<file path="config.mk">
export PLATFORM = sky130hd
export DESIGN_NAME = hls_mem_responder
export DESIGN_NICKNAME = d
export VERILOG_FILES = /design/src/rtl/hls_mem_responder.sv
export SDC_FILE = /design/constraint.sdc
export NUM_CORES = 1
export LEC_CHECK = 0
export BUFFER_PORTS_ARGS = -buffer_cell sky130_fd_sc_hd__buf_2
export CORE_MARGIN = 3
export CORE_UTILIZATION = 50
export DETAILED_ROUTE_END_ITERATION = 8
export HOLD_SLACK_MARGIN = 0.03
export PLACE_DENSITY = 0.66
export SETUP_SLACK_MARGIN = 0.2
export SLEW_MARGIN = 20
export SYNTH_ARGS = -nofsm -noshare
export SYNTH_HDL_FRONTEND = slang
export SYNTH_SLANG_ARGS = --single-unit
</file>
<file path="constraint.sdc">
create_clock -name clk -period 5.9 [get_ports clk]
set_input_delay 0.885 -clock clk [delete_from_list [all_inputs] [get_ports clk]]
set_output_delay 0.885 -clock clk [all_outputs]
set_load 0.05 [all_outputs]
</file>
<file path="src/rtl/hls_mem_responder.sv">
// rtl/hls_mem_responder.sv - in-order load/store memory responder for HLS datapaths
//
// Backing RAM for HLS load/store builtins. Accepts one request per cycle on a
// valid/ready channel. A store writes the array at the accept edge. A load
// reads the array at the accept edge and queues the word in a 2-entry
// response FIFO, which is drained in request order.
//
// Ports:
//   clk           clock, rising edge
//   rst           synchronous active-high reset (memory contents retained)
//   req_valid     request present
//   req_ready     request can be accepted this cycle
//   req_is_store  1 = store, 0 = load
//   req_addr      word index (not a byte address)
//   req_wdata     store data
//   resp_valid    load data available
//   resp_ready    consumer takes the response this cycle
//   resp_data     head load word (0 while empty)
//   err_oob       sticky out-of-range flag
//
// Optional feature macro: HLS_MEM_OOB_CHECK_EN
//   defined     -> addresses >= DEPTH drop stores, return 0 for loads, set err_oob
//   not defined -> addresses wrap modulo DEPTH, err_oob tied to 0

module hls_mem_responder #(
  parameter int WIDTH      = 32,
  parameter int DEPTH      = 16,
  parameter int ADDR_WIDTH = 32
) (
  input  logic                  clk,
  input  logic                  rst,
  input  logic                  req_valid,
  output logic                  req_ready,
  input  logic                  req_is_store,
  input  logic [ADDR_WIDTH-1:0] req_addr,
  input  logic [WIDTH-1:0]      req_wdata,
  output logic                  resp_valid,
  input  logic                  resp_ready,
  output logic [WIDTH-1:0]      resp_data,
  output logic                  err_oob
);

  localparam int IDX_W = (DEPTH > 1) ? $clog2(DEPTH) : 1;

  logic [WIDTH-1:0] mem [DEPTH];
  logic [WIDTH-1:0] fifo [2];
  logic             rd_ptr;
  logic             wr_ptr;
  logic [1:0]       count;

  logic             req_fire;
  logic             resp_fire;
  logic             store_fire;
  logic             load_fire;
  logic             addr_oob;
  logic [IDX_W-1:0] idx;
  logic [WIDTH-1:0] load_word;

  assign resp_valid = (count != 2'd0);
  assign resp_fire  = resp_valid && resp_ready;
  // A full FIFO can still accept when the head pops in the same cycle.
  assign req_ready  = !rst && ((count < 2'd2) || resp_fire);
  assign req_fire   = req_valid && req_ready;
  assign store_fire = req_fire && req_is_store;
  assign load_fire  = req_fire && !req_is_store;

  assign idx = req_addr[IDX_W-1:0];

`ifdef HLS_MEM_OOB_CHECK_EN
  assign addr_oob = (req_addr >= ADDR_WIDTH'(DEPTH));

  always_ff @(posedge clk) begin
    if (rst) begin
      err_oob <= 1'b0;
    end else if (req_fire && addr_oob) begin
      err_oob <= 1'b1;
    end
  end
`else
  // Upper address bits are deliberately discarded so addresses wrap.
  logic unused_addr_bits;
  assign unused_addr_bits = ^req_addr[ADDR_WIDTH-1:IDX_W];
  assign addr_oob         = 1'b0;
  assign err_oob          = 1'b0;
`endif

  assign load_word = addr_oob ? '0 : mem[idx];

  // Memory array: never reset. The write lands at the accept edge, so a load
  // accepted in any later cycle reads the new value straight from the array.
  always_ff @(posedge clk) begin
    if (store_fire && !addr_oob) begin
      mem[idx] <= req_wdata;
    end
  end

  // FIFO storage needs no reset: resp_data is masked while the FIFO is empty.
  always_ff @(posedge clk) begin
    if (load_fire) begin
      fifo[wr_ptr] <= load_word;
    end
  end

  always_ff @(posedge clk) begin
    if (rst) begin
      count  <= 2'd0;
      rd_ptr <= 1'b0;
      wr_ptr <= 1'b0;
    end else begin
      if (load_fire) begin
        wr_ptr <= ~wr_ptr;
      end
      if (resp_fire) begin
        rd_ptr <= ~rd_ptr;
      end
      case ({load_fire, resp_fire})
        2'b10:   count <= count + 2'd1;
        2'b01:   count <= count - 2'd1;
        default: count <= count;
      endcase
    end
  end

  assign resp_data = resp_valid ? fifo[rd_ptr] : '0;

endmodule

</file>
==> results.json <==
{
  "place.detailed.hpwl_um": 22140,
  "setup.worst_path.start_class": "flip-flop",
  "antenna_found_initial": 3,
  "syn_nets": 1044,
  "finalHoldViolations": 0,
  "rows": 76,
  "hold_class": "flip-flop to flip-flop",
  "criticalPathCategory": "flip-flop to output pin",
  "antenna_left": 0,
  "holdBufCountCts": 0,
  "vias_per_cell": 5.876,
  "p_sw_frac": 0.2208,
  "p_switching_mw": 1.942,
  "p_int_mw": 6.851,
  "met2_length_um": 20850,
  "clk_latency_ns": 0.60,
  "grt_max_degree": 75,
  "final_layout_size_suffix_gt1_frac": 0.3037,
  "dr.first_iter.drc_count": 1069,
  "num-fill-cells": 3155,
  "synthTopCellsByArea": "edfxtp_1 79%, mux4_2 13%, a22oi_1 2.2%",
  "wl_met1_um": 19910,
  "grt_usage": 0.1974,
  "r2r_cells": 4,
  "finalPower_mw": 8.793,
  "vias": 10059,
  "area_growth_syn_to_layout_pct": 13.97,
  "power.leakage_nw": 7.992,
  "synth_top_cell_area_share": 0.7899,
  "rsz0062_at_grt": "false",
  "critical_path.max_fanout": 18,
  "slowest_delay_ns": 0.66,
  "comb_power_share": 0.072,
  "ios": 104,
  "finalCriticalPeriod_ns": 3.399,
  "fin_crit_sh": 0.5761,
  "pwr-share-clk": 0.406,
  "final_common_cell": "edfxtp_1",
  "p_per_area_nw_per_um2": 352.4,
  "status": "completed",
  "critical-path-slowest-cell": "dfxtp_2",
  "die_h_um": 215.3,
  "htreeDepth": 2,
  "placed_cells": 1605,
  "start_util": 0.5072,
  "end_kind": "output pin",
  "drc": 0,
  "syn-instance-count": 974,
  "grt_pass1_vias": 10435,
  "post_cts_buffers": 0,
  "met3WireLength_um": 3104,
  "clockBufferDepth": 3,
  "final_cell_mix": "576 x edfxtp_1, 128 x mux4_2, 72 x buf_2, 64 x a22oi_1, 57 x clkbuf_16",
  "cap_violations": 0,
  "fin_area_sq_um": 24960,
  "critPathTopFamily": "buffers and inverters",
  "multi_input_area_sq_um": 4339,
  "grt_pass1_wl_um": 67390,
  "tns_ns": 0,
  "yosys_register_bits": 581,
  "fin_nets": 1150,
  "grt_overflow_total": 0,
  "irDropWorstVdd_mv": 0.2205,
  "cts_tree": "yes",
  "yosys.area.top_type": "edfxtp_1",
  "worstMarginPinSlew_ns": 1.118,
  "whs_path_depth": 2,
  "cp_data_arrival_time_ns": 2.51,
  "cts_resized": 0,
  "layout.cells.non_filler": 1712,
  "numCtsBuffers": 57,
  "finalWirelength_um": 44650,
  "drt-pass1-iter-count": 5,
  "worst-path-stages": 4,
  "path_cells": "buf_4 > mux2i_1 > nor2_1 > buf_2",
  "port_buffers": 74,
  "seq_area_sq_um": 17400,
  "synth_seq_area_share": 0.7945,
  "required_ns": 5.02,
  "gp_congestion": 0.7182,
  "fmax_mhz": 294.2,
  "r2r_slack_ns": 3.13,
  "report.final.slew_viol_count": 0,
  "place_area_sq_um": 23070,
  "core_sq_um": 43170,
  "top_layer": "met5",
  "setup_viol": 0,
  "slew_headroom": 0.2548,
  "crit_buf_inv": 2,
  "syn_avg_cell_area_sq_um": 22.48,
  "path_clk_slew_ns": 0.06,
  "synth_cell_type_count": 31,
  "cts_root_buf": "clkbuf_16",
  "clock_skew_ns": 0.01931,
  "wl_per_cell_um": 26.08,
  "seqPwrFrac": 0.523,
  "die_area_sq_um": 46340,
  "clock_sinks": 581,
  "ys_warn_count": 0,
  "die_x_um": 215.3,
  "netlist_area_sq_um": 21900
}
[metrics by stage]
| step | utilization | setup WS, ns | hold WS, ns |
|---|---|---|---|
| 4_1_cts | 0.5772 | 2.453 | 0.5143 |
| 6_report | 0.5780 | 2.501 | 0.5138 |
| 3_5_place_dp | 0.5345 | 1.997 | 0.5019 |
| 3_3_place_gp | 0.5343 | 2.027 | 0.4979 |
| 2_1_floorplan | - | 0.9167 | 0.4789 |
| 5_1_grt | 0.5780 | 2.355 | 0.5400 |
[synthesized netlist by cell type (all sizes together)]
cell type	instances
nand4	1
or3	1
dfxtp	5
inv	5
nand2b	2
nor4	2
edfxtp	576
conb	1
xnor2	3
a2111o	1
and2	1
a22oi	64
a21oi	2
nand4b	1
nor2b	1
ha	1
o21ai	1
and4	1
mux2i	32
clkbuf	23
mux4	128
and3	4
nor3	10
and4b	1
buf	31
nor2	42
nand2	33
xor2	1
[power by group through the flow]
stage	Combinational (mW)	Sequential, mW	Clock (mW)
final	0.630	4.60	3.57
after global routing	0.678	4.60	3.81
after CTS	0.625	4.60	3.63
after detailed placement	0.624	4.68	0
after global placement	0.612	4.68	0
after floorplan	0.437	4.67	0
[final timing paths]
kind,to,startpoint
max,resp_data[10],flip-flop
min,rd_ptr,rd_ptr
max reg2reg,mem[6][14],count[1]
min reg2reg,rd_ptr,rd_ptr
[routing by layer]
layer / global-route usage / vias up
met2: 0.3015 / 336
met5: 0 / -
li1: - / 4300
met3: 0.03620 / 62
met4: 0.04252 / 4
met1: 0.3042 / 5357
[cell type report]
type	count	area share
antenna	1	0.0001003
clock buffer	65	0.05836
clock inverter	40	0.01554
inverter	5	0.0007521
multi-input combinational	334	0.1739
sequential	581	0.6972
tap	585	0.02933
timing repair buffer	101	0.02487
[worst min-delay path, cell delays in order (launching register included)]
cell,delay (ns)
dfxtp_1,0.32
xnor2_1,0.08
nor2_1,0.08
[logic make-up (layout without fill, tap and decap cells)]
family,count (synthesis),count (layout),synth area share
simple gates,100,100,0.01983
flops,581,581,0.7945
compound gates,68,68,0.02314
mux,160,160,0.1463
xor+xnor,4,4,0.001600
other cells,1,2,0.0001713
fa+ha+maj,1,1,0.0005713
buf+inv,59,211,0.01389
[sequential cells by signal, summed over array words and instances (netlist names), named ones only]
register / count
fifo: 64
mem: 512
count: 2
rd_ptr: 1
wr_ptr: 1
No activity file was read; power rests on OpenSTA's default activity.
